[config.mk]
export PLATFORM = sky130hd
export DESIGN_NAME = dmi_bus_arbiter
export DESIGN_NICKNAME = d
export VERILOG_FILES = /design/src/rtl/dmi_bus_arbiter.sv
export SDC_FILE = /design/constraint.sdc
export NUM_CORES = 1
export LEC_CHECK = 0
export BUFFER_PORTS_ARGS = -buffer_cell sky130_fd_sc_hd__buf_2
export CORE_ASPECT_RATIO = 1.4
export CORE_MARGIN = 4
export CORE_UTILIZATION = 49
export CTS_CLUSTER_DIAMETER = 40
export DETAILED_ROUTE_END_ITERATION = 8
export PLACE_DENSITY = 0.89
export SLEW_MARGIN = 20
export SYNTH_ARGS = -nofsm -noshare
export SYNTH_HDL_FRONTEND = slang
export SYNTH_SLANG_ARGS = --single-unit
[constraint.sdc]
create_clock -name i_clk -period 3.9 [get_ports i_clk]
set_input_delay 0.585 -clock i_clk [delete_from_list [all_inputs] [get_ports i_clk]]
set_output_delay 0.585 -clock i_clk [all_outputs]
set_load 0.03 [all_outputs]
[src/rtl/dmi_bus_arbiter.sv]
// dmi_bus_arbiter: round-robin arbiter giving JTAG DMI and the APB window exclusive use of the debug module DMI port
module dmi_bus_arbiter #(
    parameter int abits = 7
) (
    input  logic             i_clk,
    input  logic             i_nrst,
    input  logic             i_jtag_req_valid,
    output logic             o_jtag_req_ready,
    input  logic             i_jtag_write,
    input  logic [abits-1:0] i_jtag_addr,
    input  logic [31:0]      i_jtag_wdata,
    output logic             o_jtag_resp_valid,
    input  logic             i_jtag_resp_ready,
    output logic [31:0]      o_jtag_resp_data,
    input  logic             i_apb_psel,
    input  logic             i_apb_penable,
    input  logic             i_apb_pwrite,
    input  logic [11:0]      i_apb_paddr,
    input  logic [31:0]      i_apb_pwdata,
    output logic [31:0]      o_apb_prdata,
    output logic             o_apb_pready,
    output logic             o_apb_pslverr,
    output logic             o_dmi_req_valid,
    input  logic             i_dmi_req_ready,
    output logic             o_dmi_write,
    output logic [abits-1:0] o_dmi_addr,
    output logic [31:0]      o_dmi_wdata,
    input  logic             i_dmi_resp_valid,
    output logic             o_dmi_resp_ready,
    input  logic [31:0]      i_dmi_resp_data,
    output logic             o_bus_jtag
);
    typedef enum logic [2:0] {IDLE, REQ, RESP, JTAG_HOLD, APB_DONE} state_t;
    state_t state;
    logic prio;
    logic apb_pend, grant_j, grant_a, apb_err, unused_ok;
    assign apb_pend = i_apb_psel & i_apb_penable & (state == IDLE);
    assign grant_j = (state == IDLE) & i_jtag_req_valid & (~apb_pend | prio);
    assign grant_a = apb_pend & (~i_jtag_req_valid | ~prio);
    assign apb_err = |i_apb_paddr[11:abits+2];
    assign o_jtag_req_ready = grant_j;
    assign unused_ok = ^i_apb_paddr[1:0];
    // Arbitration FSM: grant in IDLE, forward request, collect response, return it to the owner
    always_ff @(posedge i_clk or negedge i_nrst) begin
        if (!i_nrst) begin
            state <= IDLE;
            prio <= 1'b1;
            o_bus_jtag <= 1'b0;
            o_dmi_req_valid <= 1'b0;
            o_dmi_resp_ready <= 1'b0;
            o_dmi_write <= 1'b0;
            o_dmi_addr <= '0;
            o_dmi_wdata <= '0;
            o_jtag_resp_valid <= 1'b0;
            o_jtag_resp_data <= '0;
            o_apb_pready <= 1'b0;
            o_apb_pslverr <= 1'b0;
            o_apb_prdata <= '0;
        end else begin
            case (state)
                IDLE: begin
                    if (grant_j) begin
                        state <= REQ;
                        o_dmi_req_valid <= 1'b1;
                        o_dmi_write <= i_jtag_write;
                        o_dmi_addr <= i_jtag_addr;
                        o_dmi_wdata <= i_jtag_wdata;
                        o_bus_jtag <= 1'b1;
                        prio <= 1'b0;
                    end else if (grant_a && apb_err) begin
                        state <= APB_DONE;
                        o_apb_pready <= 1'b1;
                        o_apb_pslverr <= 1'b1;
                        o_apb_prdata <= '0;
                    end else if (grant_a) begin
                        state <= REQ;
                        o_dmi_req_valid <= 1'b1;
                        o_dmi_write <= i_apb_pwrite;
                        o_dmi_addr <= i_apb_paddr[abits+1:2];
                        o_dmi_wdata <= i_apb_pwdata;
                        o_bus_jtag <= 1'b0;
                        prio <= 1'b1;
                    end
                end
                REQ: begin
                    if (i_dmi_req_ready) begin
                        state <= RESP;
                        o_dmi_req_valid <= 1'b0;
                        o_dmi_resp_ready <= 1'b1;
                    end
                end
                RESP: begin
                    if (i_dmi_resp_valid) begin
                        o_dmi_resp_ready <= 1'b0;
                        if (o_bus_jtag) begin
                            state <= JTAG_HOLD;
                            o_jtag_resp_valid <= 1'b1;
                            o_jtag_resp_data <= i_dmi_resp_data;
                        end else begin
                            state <= APB_DONE;
                            o_apb_pready <= 1'b1;
                            o_apb_pslverr <= 1'b0;
                            o_apb_prdata <= i_dmi_resp_data;
                        end
                    end
                end
                JTAG_HOLD: begin
                    if (i_jtag_resp_ready) begin
                        state <= IDLE;
                        o_jtag_resp_valid <= 1'b0;
                    end
                end
                APB_DONE: begin
                    state <= IDLE;
                    o_apb_pready <= 1'b0;
                    o_apb_pslverr <= 1'b0;
                end
                default: state <= IDLE;
            endcase
        end
    end
endmodule

Yosys cells after proc, flatten, opt, wreduce, memory -nomap -nowiden

Cells that the tools add are included.

Eq/ne operators: 15
Mux-type cells: 46
Bitwise operators: 10
Reduce and logical (&&, ||, !) cells: 17

Operator list:

| kind                 | count |
|---|---|
| $mux W32             | 7 |
| $pmux W32 S2         | 1 |
| $mux W1              | 22 |
| $mux W3              | 7 |
| $mux W7              | 3 |
| $ne A2 B2 Y1 const B | 7 |
| $pmux W3 S4          | 1 |
| $reduce_and A4 Y1    | 3 |
| $reduce_and A5 Y1    | 2 |
| $reduce_bool A2 Y1   | 5 |
| $reduce_and A3 Y1    | 3 |
| $eq A3 B2 Y1 const B | 2 |
| $ne A3 B3 Y1 const B | 2 |
| $pmux W1 S2          | 3 |
| $pmux W1 S3          | 2 |
| $and A1 B1 Y1        | 5 |
| $ne A4 B3 Y1 const B | 1 |
| $eq A3 B1 Y1 const B | 1 |
| $eq A3 B3 Y1 const B | 1 |
| $logic_not A3 Y1     | 1 |
| $not A1 Y1           | 3 |
| $reduce_bool A3 Y1   | 1 |
| $reduce_or A3 Y1     | 1 |
| $ne A2 B1 Y1 const B | 1 |
| 2 further kinds      | 3 |

Input bits: 125
Output and inout port bits: 111
Bits in registers: 114
Word-level logic and storage cells: 101

Longest topological paths before layout

Depth after elaboration: 7
Gate-level depth with buffers: 6

Worst setup path before layout

No wires, ideal clock.

Path kind: reg-to-output
Start: register state[1]
End: output o_jtag_req_ready
Buffers on the path: 1
Path slack: 1.925 ns
Arrival time: 1.390 ns
Required time: 3.315 ns
Cell stages (with the launch flop): 4
Path through: dfrtp_1 clkbuf_1 or3_1 nor2_1

Cells in the longest elaborated chain, start to end: 5
Elaborated cells on any way between the ends: 6

RTL lines:

| what                   | line   | source |
|---|---|---|
| from (decl)            | 34     | `state_t state;` |
| from (signal assigned) | 46     | `state <= IDLE;` |
| from (signal assigned) | 63     | `state <= REQ;` |
| from (signal assigned) | 71     | `state <= APB_DONE;` |
| $logic_not A3 Y1 *     | 37, 38 |  |
| $and A1 B1 Y1          | 37     | `assign apb_pend = i_apb_psel & i_apb_penable & (state == IDLE);` |
| $not A1 Y1             | 38     | `assign grant_j = (state == IDLE) & i_jtag_req_valid & (~apb_pend \| prio);` |
| $or A1 B1 Y1           | 38     |  |
| $and A1 B1 Y1 *        | 38     |  |
| to (decl)              | 8      | `output logic o_jtag_req_ready,` |

Every way passes the cells marked *; elsewhere a longest branch is shown, timed or not.

Worst setup path in the final report

Start: register prio
End: output o_jtag_req_ready

Cells in the longest elaborated chain, start to end: 2

RTL lines:

| what                   | line | source |
|---|---|---|
| from (decl)            | 35   | `logic prio;` |
| from (signal assigned) | 47   | `prio <= 1'b1;` |
| from (signal assigned) | 69   | `prio <= 1'b0;` |
| from (signal assigned) | 82   | `prio <= 1'b1;` |
| $or A1 B1 Y1           | 38   |  |
| $and A1 B1 Y1          | 38   |  |

Every way passes these cells.

==> flow_results.org <==
** Run status
- The run finished with clean final reports.

** Synth
- For this run, the register share of the synthesized area comes to 59.7%.
- Net count after synthesis :: 534
- Simple-gate area share of the yosys netlist :: 8.24%
- Adder-cell area share of the yosys netlist :: 0%
- Of the post-synthesis cell area, the part taken by muxes is 9.89%.
- The cell area that synthesis handed to floorplanning was between 4000 and 5000 um^2.
- Number of synthesized register bits :: 114
- Summing the areas of all xor and xnor instances in the mapped netlist gives 0% of the synthesized area.
- Avg Inst Size Synth :: 11.7 um^2
- In the synthesized netlist, the number of instances is ~410.
- Yosys mapped the design onto 29 distinct sky130hd cell types.
- Summing the areas of all compound-gate instances in the mapped netlist gives between 10% and 20% of the synthesized area.
- Yosys warns :: 0
- By area, the combinational part of the netlist is dominated by compound AO/OA/AOI/OAI gates.

** Global route
- Pin count of the biggest net entering global routing :: just under 90
- First-pass GRT wire length :: 21500 um
- Residual overflow from global routing :: 0
- The via count of the first global-routing pass was 4428.
- Antenna violations before repair :: 0
- Global routing consumed, over all layers together, 23.3% of the routing resources.

** Clocking
- CTS-repair resized insts :: 0
- The tree is rooted in a sky130_fd_sc_hd__clkbuf_16.
- Clock tree synthesis inserted a total of 17 buffers.
- Hold repair after CTS inserted 0 buffers.
- Clock Pin Slew Worst Setup and Hold Paths :: 50 ps
- CTS tree :: yes
- The H-tree generated during clock tree synthesis spans 4 levels.
- The number of setup buffers added after CTS is 0.
- Clock latency on the worst-skew pair, taken at its later pin, is 400 ps.
- The clock drives about 110 sinks.
- Largest buffer count on any clock path :: 2

** Route
- Number of iterations in the first detailed-routing pass :: 4
- Iteration-0 DRC Markers :: 118
- The routed design has 13300 um of wire.
- Number of vias per cell after detailed routing :: 5.35
- Routed wirelength normalized by instance count :: 17.1 um
- The detail route stage leaves a number of antenna-violating nets equal to 0.
- Vias :: 4169
- Number of remaining DRC errors :: 0

** Timing
- Counting I/O delays and the setup requirement, the final critical path takes 2540 ps.
- Slew at the pin closest to its max-slew limit :: 1040 ps
- Setup skew after layout :: 7.92 ps
- Across all setup checks in the final design, the least slack found is 1360 ps.
- Headroom to the max-slew limit :: 30.4%
- Final count of negative-setup-slack endpoints :: 0
- The hold violation count in the final report is 0.
- Static timing analysis puts the maximum clock frequency at 394 MHz.
- In the final timing run, aggregate negative setup slack is 0 ps.
- Final Max Tran Viols :: 0
- In the finished design, the share of the clock period the worst path needs comes to about two thirds.
- Setup repair after global routing left no endpoint under its margin.

** Power
- Worst IR drop on VDD :: 0.498 mV
- The analysis attributes to cell leakage a power of ~3.4 nW.
- The design draws around 6.6 mW.
- Power Density :: 980 nW/um^2

** Final layout
- Number of non-filler instances in the completed layout :: ~780
- Area of combinational cells with multiple inputs :: 1790 um^2
- Diode insertion count for antenna repair :: 0
- In the final layout, the share of cells above drive strength 1 is 47.6%.
- The library cells used most frequently in the layout, excluding fill and tap cells, are 232 x sky130_fd_sc_hd__buf_2, 113 x sky130_fd_sc_hd__dfrtp_1, 69 x sky130_fd_sc_hd__nand2_1.
- Most common cell after layout, fill and taps aside :: sky130_fd_sc_hd__buf_2
- The layout has 682 filler cells.
- Area added between synthesis and finish :: 40.0%
- Sequential Area :: 2850 um^2
- After the last flow step, the layout net total stands at 759.

** Critical path
- STA classifies the critical path startpoint as a flip-flop.
- Critical Path Sink Type :: primary output
- Worst path required time :: approximately 3300 ps
- The critical path starts at prio$_DFFE_PN1P_.
- Data arrival at the endpoint of the critical path :: 1950 ps
- Start-to-end type of the worst setup path :: reg2out
- Startpoint of the lowest-slack register-to-register path :: state[2]$_DFFE_PN0P_
- Maximum fanout encountered on the critical timing path :: 22

** Floorplanning
- Row count :: 42
- The die is 91.5 um wide.
- Once the floorplan was initialized, standard cells occupied 50.3% of the core.
- Top-level I/O count :: between 200 and 250
- Die outline area :: 11400 um^2
- The floorplan step set the die height to approximately 120 um.
- The total area inside the core boundary comes to 9510 um^2.

** Run
- Max-cap violations in this run came to 0.

** Worst hold path
- Worst hold path class :: in2async

** Placement
- DP Cell Count :: roughly 750
- Routability congestion estimate from global placement :: 0.801
- Number of I/O port buffers :: 233
- Worst Setup Slack post-DPL :: about 1400 ps
- Detailed placer's ending HPWL :: 9510 um
==> logic make-up (layout without fill, tap and decap cells) <==
logic type             after synthesis  after routing
multiplexers                        32             32
buffers and inverters               36            274
AND/OR/NAND/NOR                     93             93
AO/OA/AOI/OAI                      134            134
flip-flops                         114            114
==> through the flow <==
stage               hold WS (ps)  util (%)  instance area (um^2)
floorplan                    289         -                  4780
global placement             483      63.4                  6030
detailed placement           489      63.4                  6030
CTS                          400      70.0                  6660
global route                 310      70.3                  6690
finish                       247      70.3                  6690
==> final timing paths <==
path,to,slack [ps],cells past startpoint
setup / recovery,o_jtag_req_ready,1360,4
min in group i_clk,o_apb_prdata[12]$_DFFE_PN0P_,420,3
hold / removal,o_apb_prdata[12]$_DFFE_PN0P_,250,1
setup reg to reg,o_apb_prdata[15]$_DFFE_PN0P_,1380,4
max in group asynchronous,o_jtag_resp_data[4]$_DFFE_PN0P_,2770,2
hold reg to reg,o_jtag_resp_data[20]$_DFFE_PN0P_,510,1
==> routing by layer <==
metal  part of all wire [%]  vias up  GRT usage, %  wire length, um
li1                       -     1939             -                -
met1                     39     2018          26.6             5190
met3                    6.2       32          6.10              828
met2                     52      180          41.3             6960
met4                    2.5        0          8.79              332
met5                      0        -             0                0
==> report_power, final <==
group | switching (mW) | internal, mW
sequential | 0.353 | 1.73
clock | 0.506 | 1.12
combinational | 1.81 | 1.04
total | 2.67 | 3.88
==> synth_stat cells, drive strengths merged <==
| master | count | share of area, % |
|---|---|---|
| dfrtp | 113 | 59 |
| nand2 | 69 | 5.4 |
| a2bb2oi | 41 | 7.5 |
| o21ai | 40 | 4.2 |
| o22ai | 40 | 5.2 |
| mux2 | 32 | 9.9 |
| clkbuf | 22 | 1.7 |
| buf | 11 | 1.5 |
| a21oi | 8 | 0.92 |
| nor2 | 7 | 0.55 |
| nand2b | 4 | 0.52 |
| inv | 3 | 0.24 |
| or3 | 3 | 0.39 |
| and2 | 2 | 0.26 |
| nand3 | 2 | 0.21 |
| nor3 | 2 | 0.21 |
| or2 | 2 | 0.26 |
| a211oi | 1 | 0.16 |
| a21o | 1 | 0.16 |
| a22oi | 1 | 0.16 |
| a311oi | 1 | 0.18 |
| dfstp | 1 | 0.55 |
| nor4 | 1 | 0.26 |
| o211ai | 1 | 0.16 |
| or4 | 1 | 0.16 |
==> worst max-delay path, stage by stage, from the launching register on <==
cell                      delay [ps]
sky130_fd_sc_hd__dfstp_2         380
sky130_fd_sc_hd__o21ai_4         520
sky130_fd_sc_hd__buf_4           370
sky130_fd_sc_hd__nor2_1          100
sky130_fd_sc_hd__buf_2           190
==> registers in the layout (all words and copies together), names as in the netlist <==
name	count
o_apb_prdata	32
o_dmi_wdata	32
o_jtag_resp_data	32
o_dmi_addr	7
state	3
o_apb_pready	1
o_apb_pslverr	1
o_bus_jtag	1
o_dmi_req_valid	1
o_dmi_resp_ready	1
o_dmi_write	1
o_jtag_resp_valid	1
prio	1
==> cell type report <==
class | instances | share of cell area (%)
Clock inverter | 9 | 2.28
Clock buffer | 23 | 7.14
Timing Repair Buffer | 239 | 18.5
Tap cell | 132 | 2.47
Sequential cell | 114 | 42.7
Inverter | 3 | 0.168
Multi-Input combinational cell | 259 | 26.8
Note: power is estimated with default switching activity, not from simulation.
